<file path="config.mk">
export PLATFORM = sky130hd
export DESIGN_NAME = mult_acc_round_sat_flat
export DESIGN_NICKNAME = d
export VERILOG_FILES = /design/src/rtl/mult_acc_round_sat_if.sv /design/src/rtl/mult_acc_round_sat.sv /design/src/flat_wrapper.sv
export SDC_FILE = /design/constraint.sdc
export NUM_CORES = 1
export LEC_CHECK = 0
export BUFFER_PORTS_ARGS = -buffer_cell sky130_fd_sc_hd__buf_2
export CAP_MARGIN = 10
export CORE_ASPECT_RATIO = 2
export CORE_MARGIN = 5
export CORE_UTILIZATION = 35
export DETAILED_ROUTE_END_ITERATION = 6
export HOLD_SLACK_MARGIN = 0.02
export PLACE_DENSITY = 0.53
export SLEW_MARGIN = 20
export SYNTH_ARGS = -nofsm -noshare
export SYNTH_HDL_FRONTEND = slang
export SYNTH_SLANG_ARGS = --single-unit
</file>
<file path="constraint.sdc">
create_clock -name clk -period 5.94 [get_ports clk]
set_input_delay 1.188 -clock clk [delete_from_list [all_inputs] [get_ports clk]]
set_output_delay 1.188 -clock clk [all_outputs]
set_load 0.02 [all_outputs]
</file>
<file path="src/rtl/mult_acc_round_sat_if.sv">
// Valid/ready bundle between the product source, the frame accumulator and the result consumer.
interface mult_acc_round_sat_if #(
  parameter int IN_W  = 46,
  parameter int OUT_W = 24
);
  logic                    in_valid;
  logic                    in_ready;
  logic signed [IN_W-1:0]  in_data;
  logic                    out_valid;
  logic                    out_ready;
  logic signed [OUT_W-1:0] out_data;
  logic                    out_sat;

  modport master (
    output in_valid, in_data, out_ready,
    input  in_ready, out_valid, out_data, out_sat
  );

  modport slave (
    input  in_valid, in_data, out_ready,
    output in_ready, out_valid, out_data, out_sat
  );
endinterface

</file>
<file path="src/rtl/mult_acc_round_sat.sv">
// Accumulates ACC_LEN signed products per frame, then rounds (half up) and saturates
// the sum into a held valid/ready result register.
module mult_acc_round_sat #(
  parameter int IN_W    = 46,
  parameter int ACC_LEN = 64,
  parameter int ACC_W   = 52,
  parameter int SHIFT   = 22,
  parameter int OUT_W   = 24
) (
  input  logic                 clk,
  input  logic                 rst_n,
  input  logic                 clr,
  mult_acc_round_sat_if.slave  bus
);
  localparam int CNT_W = $clog2(ACC_LEN);
  localparam logic [CNT_W-1:0]        LAST    = CNT_W'(ACC_LEN - 1);
  localparam logic signed [ACC_W:0]   HALF    = {{ACC_W{1'b0}}, 1'b1} << (SHIFT - 1);
  localparam logic signed [ACC_W:0]   SAT_MAX = {{(ACC_W + 2 - OUT_W){1'b0}}, {(OUT_W - 1){1'b1}}};
  localparam logic signed [ACC_W:0]   SAT_MIN = {{(ACC_W + 2 - OUT_W){1'b1}}, {(OUT_W - 1){1'b0}}};

  if (ACC_W < IN_W + $clog2(ACC_LEN)) begin : g_bad_acc_w
    $error("mult_acc_round_sat: ACC_W too small for IN_W and ACC_LEN");
  end

  logic signed [ACC_W-1:0] r_acc;
  logic [CNT_W-1:0]        r_cnt;
  logic                    r_dump_pend;
  logic                    r_out_valid;
  logic signed [OUT_W-1:0] r_out_data;
  logic                    r_out_sat;

  logic                    w_accept;
  logic                    w_last;
  logic                    w_dump;
  logic signed [ACC_W-1:0] w_in_ext;
  logic signed [ACC_W-1:0] w_acc_next;
  logic signed [ACC_W:0]   w_sum;
  logic signed [ACC_W:0]   w_rnd;
  logic signed [OUT_W-1:0] w_res;
  logic                    w_sat;

  assign bus.in_ready  = !r_dump_pend;
  assign bus.out_valid = r_out_valid;
  assign bus.out_data  = r_out_data;
  assign bus.out_sat   = r_out_sat;

  // clr wins over a coincident sample, so the sample is never accepted.
  assign w_accept   = bus.in_valid && !r_dump_pend && !clr;
  assign w_last     = (r_cnt == LAST);
  assign w_dump     = r_dump_pend && (!r_out_valid || bus.out_ready);
  assign w_in_ext   = {{(ACC_W - IN_W){bus.in_data[IN_W-1]}}, bus.in_data};
  assign w_acc_next = (r_cnt == '0) ? w_in_ext : (r_acc + w_in_ext);

  assign w_sum = {r_acc[ACC_W-1], r_acc} + HALF;
  assign w_rnd = w_sum >>> SHIFT;

  always_comb begin
    w_res = w_rnd[OUT_W-1:0];
    w_sat = 1'b0;
    if (w_rnd > SAT_MAX) begin
      w_res = SAT_MAX[OUT_W-1:0];
      w_sat = 1'b1;
    end else if (w_rnd < SAT_MIN) begin
      w_res = SAT_MIN[OUT_W-1:0];
      w_sat = 1'b1;
    end
  end

  always_ff @(posedge clk or negedge rst_n) begin
    if (!rst_n) begin
      r_acc       <= '0;
      r_cnt       <= '0;
      r_dump_pend <= 1'b0;
      r_out_valid <= 1'b0;
      r_out_data  <= '0;
      r_out_sat   <= 1'b0;
    end else begin
      if (w_accept) begin
        r_acc <= w_acc_next;
      end
      if (clr) begin
        r_cnt       <= '0;
        r_dump_pend <= 1'b0;
      end else begin
        if (w_accept) begin
          r_cnt <= w_last ? '0 : r_cnt + CNT_W'(1);
        end
        if (w_accept && w_last) begin
          r_dump_pend <= 1'b1;
        end else if (w_dump) begin
          r_dump_pend <= 1'b0;
        end
      end
      // A dump completes even under clr: the output register is already being loaded.
      if (w_dump) begin
        r_out_valid <= 1'b1;
        r_out_data  <= w_res;
        r_out_sat   <= w_sat;
      end else if (r_out_valid && bus.out_ready) begin
        r_out_valid <= 1'b0;
      end
    end
  end
endmodule

</file>
<file path="src/flat_wrapper.sv">
// flat-port wrapper written by rule: the top's interface ports become plain ports
module mult_acc_round_sat_flat 
#(
  parameter int IN_W    = 46,
  parameter int ACC_LEN = 64,
  parameter int ACC_W   = 52,
  parameter int SHIFT   = 22,
  parameter int OUT_W   = 24
)
  (clk, rst_n, clr, bus_in_valid, bus_in_data, bus_out_ready, bus_in_ready, bus_out_valid, bus_out_data, bus_out_sat);
  mult_acc_round_sat_if #(.IN_W(IN_W), .OUT_W(OUT_W)) bus_i ();
  input  logic clk;
  input  logic rst_n;
  input  logic clr;
  input wire logic [$bits(bus_i.in_valid)-1:0] bus_in_valid;
  input wire logic [$bits(bus_i.in_data)-1:0] bus_in_data;
  input wire logic [$bits(bus_i.out_ready)-1:0] bus_out_ready;
  output wire logic [$bits(bus_i.in_ready)-1:0] bus_in_ready;
  output wire logic [$bits(bus_i.out_valid)-1:0] bus_out_valid;
  output wire logic [$bits(bus_i.out_data)-1:0] bus_out_data;
  output wire logic [$bits(bus_i.out_sat)-1:0] bus_out_sat;
  assign bus_i.in_valid = bus_in_valid;
  assign bus_i.in_data = bus_in_data;
  assign bus_i.out_ready = bus_out_ready;
  assign bus_in_ready = bus_i.in_ready;
  assign bus_out_valid = bus_i.out_valid;
  assign bus_out_data = bus_i.out_data;
  assign bus_out_sat = bus_i.out_sat;
  mult_acc_round_sat #(.IN_W(IN_W), .ACC_LEN(ACC_LEN), .ACC_W(ACC_W), .SHIFT(SHIFT), .OUT_W(OUT_W)) u_core (.clk(clk), .rst_n(rst_n), .clr(clr), .bus(bus_i));
endmodule
</file>
==> flow_metrics.tcl, run 1 <==
set metrics [dict create \
    synth_edf_count 0 \
    synth-seq-cells 85 \
    synth_top_area_share 0.288 \
    p_total_w 0.00272 \
    status "completed" \
    stdcell_count 1285 \
    crit_fanout 4 \
    postCtsResizedCells 0 \
    io_buffers 77 \
    htreeDepth 3 \
    skew_ps 13.1 \
    grt_max_degree 69 \
    drive_above_1_share 0.116 \
    cts_buffer_depth 2 \
    worst_slack_ps 2110 \
    synth_area_leaders "dfrtp_1 (29%), a21oi_1 (9.3%), ha_1 (9.1%)" \
    core_mm2 0.0209 \
    tightest_slew_ps 950 \
    antenna_found_initial 0 \
    hpwlAfterDp_um 17100 \
    final_hold_viol_count 0 \
    syn_avg_cell_area_um2 7.59 \
    grt_overflow_total 0 \
    seqCellArea_mm2 0.00213 \
    synth_cell_types 72 \
    multi_input_area_mm2 0.00497 \
    slew_headroom 0.367 \
    p_sw_frac 0.442 \
    yosysTopAreaCell "dfrtp_1" \
    postCtsSetupRepairBufs 0 \
    gp_congestion 0.899 \
    leakagePower_nw 3.76 \
    ant_nets 0 \
    finalSetupViolations 0 \
    grtUsageTotal 0.189 \
    power_density_mw_per_mm2 330 \
    place_ws_ps 1750 \
    synth_area_mm2 0.00740 \
    rsz0062_at_grt "no" \
    comb_power_share 0.490 \
    area_growth_pct 11.4 \
    peakVddDrop_v 0.000129 \
    slew_violations 0 \
    max_freq_ghz 0.261 \
    n_antenna_cell 0 \
    start_util 0.353 \
    finalNetCount 1117 \
    cts_hold_buf 0 \
    critical_path_class "in -> reg" \
    fin_tns_setup_ps 0 \
    p_seq_frac 0.287 \
    stdcell_area_mm2 0.00824 \
    n_fill_cell 2250 \
    insertion_delay_ps 370 \
    via_count 7030 \
    die_h_um 216 \
    drtPass1Iterations 4 \
    final.min_clock_period_ps 3830 \
    synth_nets 1080 \
    synth_cells 974 \
    wl_per_cell_um 17.5 \
    max_cap_viol_count 0 \
    arrival_ps 4090 \
    drtIter0Drc 268 \
    ys_seq_area_frac 0.288 \
    fp-row-count 75 \
    root_buffer "clkbuf_16" \
    clock-sinks 85 \
    grt_pass1_wl_um 36900 \
    placed_area_mm2 0.00793 \
    ys.flop_type "dfrtp_1" \
    fin_crit_sh 0.644 \
    worstHoldPathType "reg -> reg" \
    clockPowerShare 0.223 \
    route.detailed.drc 0 \
    end_kind "flop" \
    viasPerCell 5.47 \
    intPower_w 0.00152 \
    die_area_mm2 0.0243 \
    cp.required_ps 6200 \
    chipWidth_um 113 \
    crit_path_start_kind "input port" \
    num_io_pins 78 \
    cts_buffers 9 \
    switchingPower_w 0.00120 \
    placed_cells 1269 \
    clk_pin_slew_ps 60 \
    async_reset_ff_frac 1.00 \
    yosys_warnings 0 \
    routed_wl_um 22500 \
    grt_pass1_vias 7336 \
    cts_tree "done" \
]
[stage by stage]
| step | hold WS (ps) | utilization |
|---|---|---|
| CTS | 485 | 0.393 |
| global placement | 459 | 0.379 |
| floorplan | 454 | - |
| global route | 512 | 0.394 |
| detailed placement | 470 | 0.379 |
| finish | 477 | 0.394 |
[worst max-delay path, cell delays in order]
cell       delay, ps
buf_2            110
ha_1             200
inv_1             70
fa_1             180
nor2b_1           70
o31a_1           330
o31ai_1          300
o21ai_0          160
o2111ai_1        200
nand3_1          160
a221oi_1         520
o21ai_0          180
xnor2_1          150
a221oi_1         270
[metal layers]
layer	wire length (um)	vias to the layer above	global-route usage
met3	809	53	0.0303
li1	-	3574	-
met4	860	0	0.0886
met2	12300	146	0.359
met1	8510	3257	0.196
met5	0	-	0
[final timing paths]
check                      cells past startpoint  slack (ps)                           startpoint                                   to
max                                           14        2110                       bus_in_data[0]         u_core.r_acc[48]$_DFFE_PN0P_
min                                            2         480  u_core.bus.out_data[16]$_DFFE_PN0P_  u_core.bus.out_data[16]$_DFFE_PN0P_
max reg2reg                                    9        2460         u_core.r_acc[24]$_DFFE_PN0P_  u_core.bus.out_data[22]$_DFFE_PN0P_
min reg2reg                                    2         480  u_core.bus.out_data[16]$_DFFE_PN0P_  u_core.bus.out_data[16]$_DFFE_PN0P_
max in group asynchronous                      2        4030                                rst_n   u_core.bus.out_data[7]$_DFFE_PN0P_
min in group asynchronous                      1         750                                rst_n          u_core.r_acc[2]$_DFFE_PN0P_
[cells in the mapped netlist, types with 4 or more instances]
master    instances
a21boi_0          4
a21o_1           27
a21oi_1         137
a221oi_1          4
a31oi_1          14
and2_1            6
and3_1           18
buf_2             5
clkbuf_1         45
dfrtp_1          85
ha_1             54
inv_1            19
nand2_1         131
nand2b_1          6
nand3_1          30
nand4_1          16
nor2_1           95
nor2b_1           7
nor3_1           15
nor4_1            4
o211ai_1          4
o21a_1            5
o21ai_0          70
o21ai_1          22
o21bai_1          9
o31ai_1           5
xnor2_1          37
xor2_1           29
[cell usage in the layout (no fill, tap or decap), drive strengths merged, types with 4 or more instances in the layout]
master | Yosys | routed
dfrtp | 85 | 85
a31oi | 14 | 14
o21ai | 93 | 93
nor2b | 7 | 7
nor4 | 4 | 4
buf | 12 | 83
nor3 | 16 | 16
xnor2 | 37 | 37
a21oi | 138 | 138
nand2 | 131 | 131
nand3 | 30 | 30
and3 | 18 | 18
clkbuf | 45 | 9
nor2 | 95 | 95
a21boi | 4 | 4
o21bai | 9 | 9
a221oi | 4 | 4
xor2 | 29 | 29
inv | 19 | 21
nand4 | 17 | 17
and2 | 7 | 7
o31ai | 6 | 6
o21a | 5 | 5
nand2b | 6 | 6
a21o | 27 | 27
o211ai | 4 | 4
ha | 54 | 54
[flip-flops by register name, indices dropped and copies added, names as in the netlist]
register and count:
u_core.bus.out_data 24, u_core.r_acc 52, u_core.bus.out_valid 1, u_core.r_cnt 6
u_core.bus.out_sat 1, u_core.r_dump_pend 1
[logic make-up (layout without fill, tap and decap cells)]
group                    Yosys count  after routing  share of synthesized area
multiplexers                       5              5                    0.00710
flip-flops                        85             85                      0.288
AO/OA/AOI/OAI                    337            337                      0.271
XOR/XNOR                          66             66                     0.0781
buffers and inverters             76            118                     0.0430
AND/OR/NAND/NOR                  350            350                      0.219
adder cells (fa/ha/maj)           55             55                     0.0940
[power by group through the flow]
| stage | clock [W] | sequential (W) | combinational, W |
|---|---|---|---|
| final | 0.000606 | 0.000780 | 0.00133 |
| after global routing | 0.000642 | 0.000795 | 0.00150 |
| after CTS | 0.000628 | 0.000780 | 0.00134 |
| after detailed placement | 0 | 0.000791 | 0.00133 |
| after global placement | 0 | 0.000787 | 0.00133 |
| after floorplan | 0 | 0.000743 | 0.00106 |
[final cells by class]
type	instances	area share
sequential	85	0.258
tap	269	0.0409
clock buffer	9	0.0273
inverter	19	0.00866
clock inverter	7	0.00896
multi-input combinational	813	0.603
timing repair buffer	83	0.0526
(Power assumes the default switching activity.)
==> run 2: changes to the inputs <==
ABC_AREA = 1   (was not set)
PLACE_DENSITY = 0.54   (was 0.53)
clock period = 3.14 ns   (was 5.94 ns; I/O delays follow)
==> flow_metrics.tcl, run 2 <==
set metrics [dict create \
    crit_start "u_core.r_acc[32]$_DFFE_PN0P_" \
    crit_fanout 24 \
    power_density_mw_per_mm2 563 \
    gp_congestion 1.02 \
    chipWidth_um 124 \
    largest_reg_flops 52 \
    hold_slack_ps 240 \
    final_common_cell "nand2_1" \
    postCtsResizedCells 0 \
    intPower_w 0.00298 \
    routed_wl_um 36000 \
    synth-seq-cells 85 \
    layout_common_cells "nand2_1 (667), inv_1 (235), nor2_1 (200)" \
    synth_cell_types 34 \
    r2r-end "u_core.bus.out_data[16]$_DFFE_PN0P_" \
    cts_tree "done" \
    critical_path_class "reg -> reg" \
    grtUsageTotal 0.251 \
    htreeDepth 3 \
    num_io_pins 78 \
    viasPerCell 4.95 \
    route.detailed.drc 0 \
    muxShareOfSynthArea 0 \
    drtIter0Drc 582 \
    core_mm2 0.0257 \
    seqCellArea_mm2 0.00213 \
    cp.required_ps 3410 \
    synth_edf_count 0 \
    root_buffer "clkbuf_16" \
    drtPass1Iterations 5 \
    yosysTopAreaCell "nand2_1" \
    ant_nets 0 \
    cts_hold_buf 0 \
    area_growth_pct 13.7 \
    worst_slack_ps 381 \
    die_h_um 238 \
    antenna_found_initial 0 \
    tightest_slew_ps 581 \
    yosysMostFrequentCell "nand2_1" \
    arrival_ps 3020 \
    synth_top_area_share 0.275 \
    drive_above_1_share 0.0874 \
    synth_xor_area_frac 0.0423 \
    insertion_delay_ps 380 \
    leakagePower_nw 5.86 \
    worstReg2RegStart "u_core.r_acc[32]$_DFFE_PN0P_" \
    switchingPower_w 0.00285 \
    r2r_slack_ps 380 \
    finalNetCount 1807 \
    synthSimpleGateAreaFrac 0.446 \
    slew_violations 0 \
    clk_pin_slew_ps 70 \
    via_count 10100 \
    stdcell_count 2045 \
    grt_overflow_total 0 \
    final_hold_viol_count 0 \
    clock-sinks 85 \
    io_buffers 77 \
    p_sw_frac 0.489 \
    comb_power_share 0.542 \
    skew_ps 9.29 \
    place_ws_ps 118 \
    synth_area_leaders "nand2_1 (27%), dfrtp_1 (23%), inv_1 (9.7%)" \
    postCtsSetupRepairBufs 0 \
    grt_max_degree 53 \
    wl_per_cell_um 17.6 \
    synth_cells 1609 \
    syn_avg_cell_area_um2 5.67 \
    synth-adder-area-share 0.0763 \
    n_antenna_cell 0 \
    die_area_mm2 0.0296 \
    peakVddDrop_v 0.000218 \
    top_register "u_core.r_acc" \
    yosys-top-cells-count "nand2_1 (667), inv_1 (235), nor2_1 (201)" \
    synth_nets 1715 \
    fp-row-count 83 \
    synth_area_mm2 0.00912 \
    slew_headroom 0.613 \
    ys_seq_area_frac 0.233 \
    worstHoldPathType "in -> async" \
    async_reset_ff_frac 1.00 \
    max_freq_ghz 0.362 \
    finalSetupViolations 0 \
    synth_compound_area_frac 0.0893 \
    status "completed" \
    ys.flop_type "dfrtp_1" \
    yosys_warnings 0 \
    final.min_clock_period_ps 2760 \
    max_cap_viol_count 0 \
    fin_crit_sh 0.879 \
    fin_tns_setup_ps 0 \
    p_seq_frac 0.252 \
    synth_top_family_by_area "simple AND/OR/NAND/NOR gates" \
    grt_pass1_wl_um 55400 \
    grt_pass1_vias 10500 \
    hpwlAfterDp_um 30000 \
    r2r_cells 13 \
    rsz0062_at_grt "no" \
    cts_buffer_depth 2 \
    start_util 0.355 \
    clockPowerShare 0.205 \
    multi_input_area_mm2 0.00597 \
    crit_path_start_kind "flop" \
    cts_buffers 9 \
    n_fill_cell 2974 \
    end_kind "flop" \
    placed_cells 2030 \
]
==> run 2: changes by cell type in the layout (fill, tap and decap cells not counted), moves of 24 or more <==
cell / change
nor2_1: +106
a21oi_1: -75
inv_1: +216
nand2_1: +536
buf_4: +24
nand3_1: +55
==> run 2: per-stage QoR <==
stage,cell area (um2),power (W),util
floorplan,9120,0.00359,-
global placement,10100,0.00461,0.392
detailed placement,10100,0.00462,0.392
CTS,10400,0.00586,0.404
global route,10400,0.00632,0.404
finish,10400,0.00583,0.404
==> run 2: cell families (layout without fill, tap and decap cells) <==
| logic type | Yosys count | after routing |
|---|---|---|
| DFF | 85 | 85 |
| AOI/OAI and AO/OA | 147 | 147 |
| buffers and inverters | 265 | 361 |
| adders and majority gates | 55 | 55 |
| xor gates and xnor gates | 44 | 44 |
| and+or+nand+nor | 1013 | 1013 |
==> run 2: power by group through the flow <==
stage / registers, W / logic (W) / clock network [W]
2_1_floorplan: 0.00141 / 0.00218 / 0
3_3_place_gp: 0.00149 / 0.00312 / 0
3_5_place_dp: 0.00149 / 0.00313 / 0
4_1_cts: 0.00147 / 0.00315 / 0.00124
5_1_grt: 0.00149 / 0.00357 / 0.00126
6_report: 0.00147 / 0.00316 / 0.00120
==> run 2: area by class of cell <==
type                       instances  share of cell area
clock buffer                      11              0.0244
clock inverter                     4             0.00531
inverter                         237              0.0858
multi-input combinational       1259               0.575
sequential                        85               0.205
tap                              340              0.0410
timing repair buffer             109              0.0630
==> run 2: how the worst max path moves through the flow <==
stage / endpoint / cells past startpoint
after CTS: u_core.bus.out_data[16]$_DFFE_PN0P_ / 14
after detailed placement: u_core.r_acc[16]$_DFFE_PN0P_ / 16
after floorplan: u_core.r_acc[16]$_DFFE_PN0P_ / 15
after global routing: u_core.bus.out_data[15]$_DFFE_PN0P_ / 14
final: u_core.bus.out_data[16]$_DFFE_PN0P_ / 13
after global placement: u_core.r_acc[16]$_DFFE_PN0P_ / 16
==> run 2: critical path, stage by stage (launching register included) <==
cell,delay (ps)
dfrtp_1,440
nand2_1,140
nor2_1,430
nand2_1,130
nor2_2,360
nand3_1,120
nand2_1,90
nand2_1,80
nor2_1,160
nand3_1,110
nand2_2,350
nand2_1,100
nand2_1,90
nand2_1,50
==> run 2: metal layers <==
| layer | GRT usage | part of all wire | routed length, um |
|---|---|---|---|
| met5 | 0 | 0 | 0 |
| met4 | 0.228 | 0.11 | 3950 |
| met3 | 0.0346 | 0.037 | 1320 |
| met2 | 0.473 | 0.53 | 19200 |
| met1 | 0.217 | 0.32 | 11500 |
